[src/rtl/ram_slot_arbiter_if.sv]
// Bus bundle between the slot arbiter, its requesters, the video shifter and the shared RAM.
// slave = arbiter side, master = environment (requesters, video, RAM) side.
interface ram_slot_arbiter_if #(
  parameter int ADDR_W  = 14,
  parameter int LANES   = 3,
  parameter int LANE_W  = 2,
  parameter int NUM_REQ = 2
) ();
  logic [4:0]              slot_phase;
  logic [ADDR_W-1:0]       video_addr;
  logic [LANES*8-1:0]      video_data;
  logic                    video_load;
  logic [NUM_REQ-1:0]      req;
  logic [NUM_REQ*ADDR_W-1:0] req_addr;
  logic [NUM_REQ*LANE_W-1:0] req_lane;
  logic [NUM_REQ-1:0]      req_we;
  logic [NUM_REQ*2-1:0]    req_nib;
  logic [NUM_REQ*8-1:0]    req_wdata;
  logic [NUM_REQ-1:0]      grant;
  logic [NUM_REQ-1:0]      done;
  logic [7:0]              rdata;
  logic [ADDR_W-1:0]       ram_addr;
  logic [LANES*2-1:0]      ram_we;
  logic [LANES*8-1:0]      ram_wdata;
  logic [LANES*8-1:0]      ram_rdata;

  modport slave (
    output slot_phase, video_data, video_load, grant, done, rdata,
           ram_addr, ram_we, ram_wdata,
    input  video_addr, req, req_addr, req_lane, req_we, req_nib, req_wdata,
           ram_rdata
  );

  modport master (
    input  slot_phase, video_data, video_load, grant, done, rdata,
           ram_addr, ram_we, ram_wdata,
    output video_addr, req, req_addr, req_lane, req_we, req_nib, req_wdata,
           ram_rdata
  );
endinterface

[src/rtl/ram_slot_arbiter.sv]
// Time-sliced RAM controller: each slot is a fixed video word fetch followed by one
// arbitrated byte-lane access for a single requester.
module ram_slot_arbiter #(
  parameter int ADDR_W      = 14,
  parameter int LANES       = 3,
  parameter int LANE_W      = 2,
  parameter int NUM_REQ     = 2,
  parameter int SLOT_CYCLES = 12,
  parameter int VIDEO_LEN   = 6,
  parameter int ROUND_ROBIN = 0
) (
  input  logic              clk,
  input  logic              rst_n,
  ram_slot_arbiter_if.slave bus
);

  localparam int PH_W  = 5;
  localparam int IDX_W = (NUM_REQ > 1) ? $clog2(NUM_REQ) : 1;

  localparam logic [PH_W-1:0] PH_VCAP = PH_W'(1);
  localparam logic [PH_W-1:0] PH_ARB  = PH_W'(VIDEO_LEN - 1);
  localparam logic [PH_W-1:0] PH_WR   = PH_W'(VIDEO_LEN);
  localparam logic [PH_W-1:0] PH_RD   = PH_W'(VIDEO_LEN + 1);
  localparam logic [PH_W-1:0] PH_END  = PH_W'(SLOT_CYCLES - 1);

  logic [PH_W-1:0]      phase_q, phase_d;
  logic [NUM_REQ-1:0]   grant_q, grant_d;
  logic [NUM_REQ-1:0]   done_q, done_d;
  logic [IDX_W-1:0]     ptr_q, ptr_d;
  logic [LANES*8-1:0]   video_data_q, video_data_d;
  logic                 video_load_q, video_load_d;
  logic [7:0]           rdata_q, rdata_d;

  logic                 win_any;
  logic [IDX_W-1:0]     win_idx, cand;
  logic [NUM_REQ-1:0]   winner;
  logic [IDX_W-1:0]     g_idx;
  logic [ADDR_W-1:0]    g_addr;
  logic [LANE_W-1:0]    g_lane;
  logic                 g_we;
  logic [1:0]           g_nib;
  logic [7:0]           g_wdata;

  // Lanes at or beyond LANES read back as zero.
  function automatic logic [7:0] lane_byte(input logic [LANES*8-1:0] word,
                                           input logic [LANE_W-1:0]  lane);
    lane_byte = 8'h00;
    for (int l = 0; l < LANES; l++)
      if (lane == LANE_W'(l)) lane_byte = word[l*8 +: 8];
  endfunction

  // Search starts at the pointer in rotating mode, at requester 0 otherwise.
  always_comb begin
    win_any = 1'b0;
    win_idx = '0;
    cand    = '0;
    for (int k = 0; k < NUM_REQ; k++) begin
      cand = (ROUND_ROBIN != 0) ? IDX_W'((int'(ptr_q) + k) % NUM_REQ) : IDX_W'(k);
      if (!win_any && bus.req[cand]) begin
        win_any = 1'b1;
        win_idx = cand;
      end
    end
    winner = win_any ? (NUM_REQ'(1) << win_idx) : '0;
  end

  always_comb begin
    g_idx = '0;
    for (int i = 0; i < NUM_REQ; i++)
      if (grant_q[i]) g_idx = IDX_W'(i);
  end

  assign g_addr  = bus.req_addr[int'(g_idx)*ADDR_W +: ADDR_W];
  assign g_lane  = bus.req_lane[int'(g_idx)*LANE_W +: LANE_W];
  assign g_we    = bus.req_we[g_idx];
  assign g_nib   = bus.req_nib[int'(g_idx)*2 +: 2];
  assign g_wdata = bus.req_wdata[int'(g_idx)*8 +: 8];

  // State register
  always_ff @(posedge clk) begin
    if (!rst_n) begin
      phase_q      <= '0;
      grant_q      <= '0;
      done_q       <= '0;
      ptr_q        <= '0;
      video_data_q <= '0;
      video_load_q <= 1'b0;
      rdata_q      <= '0;
    end else begin
      phase_q      <= phase_d;
      grant_q      <= grant_d;
      done_q       <= done_d;
      ptr_q        <= ptr_d;
      video_data_q <= video_data_d;
      video_load_q <= video_load_d;
      rdata_q      <= rdata_d;
    end
  end

  // Next-state logic
  always_comb begin
    phase_d      = (phase_q == PH_END) ? '0 : phase_q + PH_W'(1);
    grant_d      = grant_q;
    ptr_d        = ptr_q;
    done_d       = (phase_q == PH_RD) ? grant_q : '0;
    video_load_d = (phase_q == PH_VCAP);
    video_data_d = (phase_q == PH_VCAP) ? bus.ram_rdata : video_data_q;
    rdata_d      = rdata_q;
    if (phase_q == PH_ARB) begin
      grant_d = winner;
      if (ROUND_ROBIN != 0 && win_any)
        ptr_d = (win_idx == IDX_W'(NUM_REQ - 1)) ? '0 : win_idx + IDX_W'(1);
    end else if (phase_q == PH_END) begin
      grant_d = '0;
    end
    if (phase_q == PH_RD && |grant_q)
      rdata_d = lane_byte(bus.ram_rdata, g_lane);
  end

  // Output logic; reset also masks a write already presented to the RAM this cycle.
  always_comb begin
    bus.ram_addr = (phase_q < PH_WR || grant_q == '0) ? bus.video_addr : g_addr;
    bus.ram_we   = '0;
    if (rst_n && phase_q == PH_WR && |grant_q && g_we)
      for (int l = 0; l < LANES; l++)
        if (g_lane == LANE_W'(l)) bus.ram_we[l*2 +: 2] = g_nib;
    bus.ram_wdata  = {LANES{g_wdata}};
    bus.slot_phase = phase_q;
    bus.grant      = grant_q;
    bus.done       = done_q;
    bus.rdata      = rdata_q;
    bus.video_data = video_data_q;
    bus.video_load = video_load_q;
  end

endmodule

[src/flat_wrapper.sv]
// flat-port wrapper written by rule: the top's interface ports become plain ports
module ram_slot_arbiter_flat 
#(
  parameter int ADDR_W      = 14,
  parameter int LANES       = 3,
  parameter int LANE_W      = 2,
  parameter int NUM_REQ     = 2,
  parameter int SLOT_CYCLES = 12,
  parameter int VIDEO_LEN   = 6,
  parameter int ROUND_ROBIN = 0
)
  (clk, rst_n, bus_slot_phase, bus_video_data, bus_video_load, bus_grant, bus_done, bus_rdata, bus_ram_addr, bus_ram_we, bus_ram_wdata, bus_video_addr, bus_req, bus_req_addr, bus_req_lane, bus_req_we, bus_req_nib, bus_req_wdata, bus_ram_rdata);
  ram_slot_arbiter_if #(.ADDR_W(ADDR_W), .LANES(LANES), .LANE_W(LANE_W), .NUM_REQ(NUM_REQ)) bus_i ();
  input  logic clk;
  input  logic rst_n;
  output wire logic [$bits(bus_i.slot_phase)-1:0] bus_slot_phase;
  output wire logic [$bits(bus_i.video_data)-1:0] bus_video_data;
  output wire logic [$bits(bus_i.video_load)-1:0] bus_video_load;
  output wire logic [$bits(bus_i.grant)-1:0] bus_grant;
  output wire logic [$bits(bus_i.done)-1:0] bus_done;
  output wire logic [$bits(bus_i.rdata)-1:0] bus_rdata;
  output wire logic [$bits(bus_i.ram_addr)-1:0] bus_ram_addr;
  output wire logic [$bits(bus_i.ram_we)-1:0] bus_ram_we;
  output wire logic [$bits(bus_i.ram_wdata)-1:0] bus_ram_wdata;
  input wire logic [$bits(bus_i.video_addr)-1:0] bus_video_addr;
  input wire logic [$bits(bus_i.req)-1:0] bus_req;
  input wire logic [$bits(bus_i.req_addr)-1:0] bus_req_addr;
  input wire logic [$bits(bus_i.req_lane)-1:0] bus_req_lane;
  input wire logic [$bits(bus_i.req_we)-1:0] bus_req_we;
  input wire logic [$bits(bus_i.req_nib)-1:0] bus_req_nib;
  input wire logic [$bits(bus_i.req_wdata)-1:0] bus_req_wdata;
  input wire logic [$bits(bus_i.ram_rdata)-1:0] bus_ram_rdata;
  assign bus_slot_phase = bus_i.slot_phase;
  assign bus_video_data = bus_i.video_data;
  assign bus_video_load = bus_i.video_load;
  assign bus_grant = bus_i.grant;
  assign bus_done = bus_i.done;
  assign bus_rdata = bus_i.rdata;
  assign bus_ram_addr = bus_i.ram_addr;
  assign bus_ram_we = bus_i.ram_we;
  assign bus_ram_wdata = bus_i.ram_wdata;
  assign bus_i.video_addr = bus_video_addr;
  assign bus_i.req = bus_req;
  assign bus_i.req_addr = bus_req_addr;
  assign bus_i.req_lane = bus_req_lane;
  assign bus_i.req_we = bus_req_we;
  assign bus_i.req_nib = bus_req_nib;
  assign bus_i.req_wdata = bus_req_wdata;
  assign bus_i.ram_rdata = bus_ram_rdata;
  ram_slot_arbiter #(.ADDR_W(ADDR_W), .LANES(LANES), .LANE_W(LANE_W), .NUM_REQ(NUM_REQ), .SLOT_CYCLES(SLOT_CYCLES), .VIDEO_LEN(VIDEO_LEN), .ROUND_ROBIN(ROUND_ROBIN)) u_core (.clk(clk), .rst_n(rst_n), .bus(bus_i));
endmodule
[config.mk]
export PLATFORM = sky130hd
export DESIGN_NAME = ram_slot_arbiter_flat
export DESIGN_NICKNAME = d
export VERILOG_FILES = /design/src/rtl/ram_slot_arbiter_if.sv /design/src/rtl/ram_slot_arbiter.sv /design/src/flat_wrapper.sv
export SDC_FILE = /design/constraint.sdc
export NUM_CORES = 1
export LEC_CHECK = 0
export ABC_CLOCK_PERIOD_IN_PS = 2680
export CORE_MARGIN = 10
export CORE_UTILIZATION = 36
export CTS_CLUSTER_SIZE = 30
export DETAILED_ROUTE_END_ITERATION = 6
export GPL_TIMING_DRIVEN = 0
export PLACE_DENSITY = 0.91
export SLEW_MARGIN = 20
export SYNTH_ARGS = -nofsm -noshare
export SYNTH_HDL_FRONTEND = slang
export SYNTH_SLANG_ARGS = --single-unit
[constraint.sdc]
create_clock -name clk -period 2.68 [get_ports clk]
set_clock_uncertainty 0.15 [all_clocks]
set_input_delay 0.536 -clock clk [delete_from_list [all_inputs] [get_ports clk]]
set_output_delay 0.536 -clock clk [all_outputs]
set_load 0.01 [all_outputs]
Word level (Yosys, flattened, before mapping)
Index checks and enable logic that the tools add are counted.

operators by class
  muxes and demuxes = 17
  add/subtract/negate cells = 1
  shifts and indexed selects = 5
  multipliers = 1
  divide/modulo/power cells = 0
  reduce and logical (&&, ||, !) cells = 13
  magnitude comparators = 2
  bitwise gates (word level) = 1
  eq/ne operators = 7

operators with widths
  cell                                                                           count
  28-bit by 32-bit indexed part select with 14-bit output                        1
  8-bit 2-to-1 mux                                                               3
  16-bit by 5-bit indexed part select with 8-bit output                          1
  5-bit by 3-bit == test with 1-bit output (second input constant)               3
  14-bit 2-to-1 mux                                                              1
  2-bit 2-to-1 mux                                                               6
  4-bit by 3-bit indexed part select with 2-bit output                           2
  1-bit 2-to-1 mux                                                               6
  6-bit 2-to-1 mux                                                               1
  5-bit by 1-bit adder with 5-bit output (second input constant)                 1
  5-bit by 1-bit == test with 1-bit output (second input constant)               1
  5-bit by 4-bit == test with 1-bit output (second input constant)               1
  1-bit logical AND                                                              5
  5-bit by 3-bit less-than comparator with 1-bit output (second input constant)  1
  2-bit zero test                                                                2
  1-bit by 3-bit multiplier with 4-bit output (second input constant)            1
  2-bit OR reduction                                                             2
  2-bit by 1-bit == test with 1-bit output (second input constant)               1
  2-bit == test (second input constant)                                          1
  1-bit by 2-bit less-than comparator with 1-bit output (second input constant)  1
  2-bit AND reduction                                                            1
  2-bit nonzero test                                                             1
  1-bit by 1-bit left shift with 2-bit output (first input constant)             1
  1-bit zero test                                                                1
  other kinds (2)                                                                2

storage, ports and cells
  ROM bits = 0
  output and inout bits = 86
  memories kept = 0
  latch bits = 0
  register bits = 42
  input port bits = 96
  word-level logic and storage cells = 53
  RAM bits = 0

Logic depth before layout (Yosys ltp)
  depth in word-level cells = 7
  mapped depth = 8
  mapped depth without buffers = 6

Least setup slack after synthesis
No wires, ideal clock.

  path type = reg-to-output
  from = reg u_core.grant_q[1], in the netlist u_core.bus.grant[1]
  to = out bus_ram_wdata[12]
  buffers on the path = 4
  arrival time = 1,390 ps
  stages on the path, launching flop included = 6
  data required time = 1,994 ps
  slack = 604 ps
  path through = dfxtp_1 buf_6 buf_6 buf_2 mux2_2 buf_4

between the ends
  word-level cells in the longest chain between the ends = 2

ends and longest elaborated chain
  what                                                   line                    RTL
  from (decl)                                            ram_slot_arbiter.sv:27  logic [NUM_REQ-1:0] grant_q, grant_d;
  from (signal assigned)                                 ram_slot_arbiter.sv:91  grant_q <= grant_d;
  1-bit 2-to-1 mux                                       ram_slot_arbiter.sv:70  if (grant_q[i]) g_idx = IDX_W'(i);
  16-bit by 5-bit indexed part select with 8-bit output  ram_slot_arbiter.sv:77  assign g_wdata = bus.req_wdata[int'(g_idx)*8 +: 8];
  to (decl)                                              flat_wrapper.sv:24      output wire logic [$bits(bus_i.ram_wdata)-1:0] bus_ram_wdata;

Every way passes these cells.

Worst setup path after layout
  from = in rst_n
  to = out bus_ram_we[5]

between the ends
  word-level cells in the longest chain between the ends = 4

ends and longest elaborated chain
  what                            line                     RTL
  from (decl)                     flat_wrapper.sv:15       input logic rst_n;
  1-bit logical AND (3 in a row)  ram_slot_arbiter.sv:124  if (rst_n && phase_q == PH_WR && |grant_q && g_we)
  6-bit 2-to-1 mux                ram_slot_arbiter.sv:124
  to (decl)                       flat_wrapper.sv:23       output wire logic [$bits(bus_i.ram_we)-1:0] bus_ram_we;

Every way passes these cells.

==> flow_metrics.env <==
export IMPL_die_width_um=102
export IMPL_drt_pass1_iterations=5
export IMPL_power_density_nw_per_um2=363
export IMPL_cts_buffer_depth=2
export IMPL_num_nets_final=577
export IMPL_synth_top_cell_by_area="dfxtp_1"
export IMPL_synthFlopType="dfxtp_1"
export IMPL_synthArstFlopShare=0
export IMPL_placementRows=29
export IMPL_final_util=0.701
export IMPL_syn_area_per_cell_um2=8.61
export IMPL_seqPwrFrac=0.407
export IMPL_critPathMaxStageDelay_ps=490
export IMPL_p_int_mw=1.22
export IMPL_drv_cap=0
export IMPL_hp_class="flip-flop to flip-flop"
export IMPL_route_vias_total=2815
export IMPL_dp_hpwl_mm=8.75
export IMPL_combPwrFrac=0.294
export IMPL_ys_warn_count=0
export IMPL_finalCriticalPeriod_ps=2600
export IMPL_p_switching_uw=423
export IMPL_synthTopCellsByArea="dfxtp_1 35%, nand2_1 8.8%, buf_4 6.5%, mux2i_1 6.2%, a21boi_1 5.9%"
export IMPL_die_area_um2=10400
export IMPL_viasPerCell=5.06
export IMPL_io_buffers=181
export IMPL_drc=0
export IMPL_dpl_instance_area_um2=4340
export IMPL_yosysSeqAreaShare=0.346
export IMPL_die_h_um=102
export IMPL_wire_per_inst_um=19.0
export IMPL_critPathCaptureType="output pin"
export IMPL_start_util=0.376
export IMPL_cts_buffers_inserted=5
export IMPL_synthToLayoutAreaGrowth_pct=86.6
export IMPL_setup_violations=0
export IMPL_syn_area_um2=2430
export IMPL_antenna_found_initial=0
export IMPL_multi_input_area_um2=1340
export IMPL_rsz0062_at_grt="no"
export IMPL_gp_congestion=0.811
export IMPL_post_route_period_util=0.969
export IMPL_core_um2=6460
export IMPL_max_freq_mhz=385
export IMPL_power_mw=1.65
export IMPL_synth_cells=282
export IMPL_synth_net_count=381
export IMPL_synth_distinct_cells=33
export IMPL_cp_required_ps=1990
export IMPL_root_buffer="clkbuf_8"
export IMPL_grt_pass1_vias=2742
export IMPL_clkLatencyLatePin_ps=290
export IMPL_dpl_worst_slack_ps=-527
export IMPL_worst_slack_ps=83.7
export IMPL_grt_max_degree=14
export IMPL_drive_above_1_share=0.148
export IMPL_hold_worst_slack_ps=306
export IMPL_fin_area_um2=4530
export IMPL_hold_violations=0
export IMPL_wl_mm=10.6
export IMPL_crit_chain="clkdlybuf4s50_1 -> nand2_2 -> nor4_4 -> and3_1 -> clkdlybuf4s15_1"
export IMPL_status="finished clean"
export IMPL_cts_sinks=42
export IMPL_overflow=0
export IMPL_regToRegSetupSlack_ps=760
export IMPL_clkPwrFrac=0.299
export IMPL_slowest_stage="clkdlybuf4s50_1"
export IMPL_peakVddDrop_v=0.000432
export IMPL_io_pins=182
export IMPL_placed_cells=540
export IMPL_n_antenna_cell=0
export IMPL_relSlewSlack=0.695
export IMPL_detail_route_antenna_nets=0
export IMPL_cts_tree="built"
export IMPL_path_clk_slew_ps=80
export IMPL_drt_iter0_markers=144
export IMPL_regArea_um2=842
export IMPL_cp_start_kind="primary input"
export IMPL_nFillCells=502
export IMPL_synth_edf_count=0
export IMPL_cts_max_level=2
export IMPL_worst_pin_slew_ps=457
export IMPL_critical_path_top_delay_family="buffers and inverters"
export IMPL_cp_arrival_ps=1910
export IMPL_power_leakage_nw=1.84
export IMPL_setup_tns_ps=0
export IMPL_final_cells=556
export IMPL_crit_type="primary input to output pin"
export IMPL_path_max_fanout=4
export IMPL_grt_pass1_wl_mm=15.3
export IMPL_yosys_register_bits=42
export IMPL_synth_top_cell_area_share=0.346
export IMPL_maxSlewViolCount=0
export IMPL_swShare=0.257
export IMPL_crit_buf_inv=2
export IMPL_track_usage=0.186
-- synth_stat cells, types with 2 or more instances --
master    count
xnor2_1       2
a21boi_1     19
nor2_2        2
nor2_1       19
and3_1        6
ha_1          3
clkbuf_1      4
mux2i_1      15
buf_6         4
o32ai_4       3
nand2b_1      2
a21oi_1      21
buf_2         6
buf_4        21
dfxtp_1      42
o21ai_0       8
a21boi_0      7
mux2_2       10
inv_1         5
and2_1        5
a222oi_1      7
nand3_1       4
nand2_1      57
-- cells in the final DEF (no fill, tap or decap), types with 5 or more instances in the layout --
| cell type | instances |
|---|---|
| inv_1 | 5 |
| o21ai_0 | 8 |
| a21boi_1 | 19 |
| dfxtp_1 | 41 |
| dlymetal6s2s_1 | 7 |
| a21oi_1 | 21 |
| mux2_2 | 10 |
| mux2i_1 | 15 |
| a21boi_0 | 7 |
| buf_4 | 28 |
| clkdlybuf4s50_1 | 144 |
| nor2_1 | 19 |
| buf_6 | 5 |
| clkbuf_8 | 5 |
| a222oi_1 | 7 |
| dlygate4sd2_1 | 26 |
| nand2_1 | 56 |
| and2_1 | 5 |
| and3_1 | 6 |
-- kinds of logic after synthesis --
kind of cell | after synthesis | synth area share
AO/OA/AOI/OAI | 68 | 0.215
multiplexers | 25 | 0.108
adder cells (fa/ha/maj) | 3 | 0.0155
XOR/XNOR | 3 | 0.0108
flip-flops | 42 | 0.346
buffers and inverters | 40 | 0.110
AND/OR/NAND/NOR | 101 | 0.194
-- routing by layer --
layer	vias to the layer above	global-route usage	routed length [um]
li1	1346	-	-
met1	1286	0.192	3840
met2	166	0.330	5130
met3	17	0.0904	1390
met4	0	0.0521	227
met5	-	0	0
-- state kept, by name (all words and copies together) (netlist names) --
name / cells
u_core.bus.video_data: 24
u_core.bus.slot_phase: 5
u_core.bus.rdata: 8
u_core.bus.done: 2
u_core.bus.grant: 2
u_core.bus.video_load: 1
-- power groups by stage --
stage          logic (mW)  registers (mW)  clock network (mW)
2_1_floorplan       0.170           0.697                   0
3_3_place_gp        0.482           0.684                   0
3_5_place_dp        0.493           0.685                   0
4_1_cts             0.487           0.670               0.503
5_1_grt             0.517           0.674               0.524
6_report            0.483           0.670               0.492
-- worst register-to-register path: stages, from the launching register on --
cell     delay, ps
dfxtp_1        430
ha_1           270
nand2_1        140
nor4_4         340
buf_4          260
o21ai_0        100
a21oi_1        150
-- final timing paths --
| check | startpoint | endpoint | depth (start not counted) |
|---|---|---|---|
| worst min register to register | u_core.bus.video_data[2] | u_core.bus.video_data[2] | 2 |
| worst max register to register | u_core.bus.slot_phase[1] | u_core.bus.rdata[4] | 6 |
| worst max-delay path | rst_n | bus_ram_we[5] | 5 |
| worst min-delay path | u_core.bus.video_data[2] | u_core.bus.video_data[2] | 2 |
-- timing repair --
action / 4_1_cts / 5_1_grt
endpoints found under the hold margin: 0 / 0
setup buffers: 5 / 3
endpoints found under the setup margin: 32 / 24
gates resized for setup: 40 / 16
pin swaps: 5 / 1
hold buffers: 0 / 0
-- layout make-up --
cell class,count,share of cell area
timing repair buffer,189,0.409
multi-input combinational,200,0.295
sequential,42,0.186
buffer,35,0.0605
tap,77,0.0213
clock buffer,5,0.0152
clock inverter,3,0.00884
inverter,5,0.00414
No activity file was read; power rests on OpenSTA's default activity.
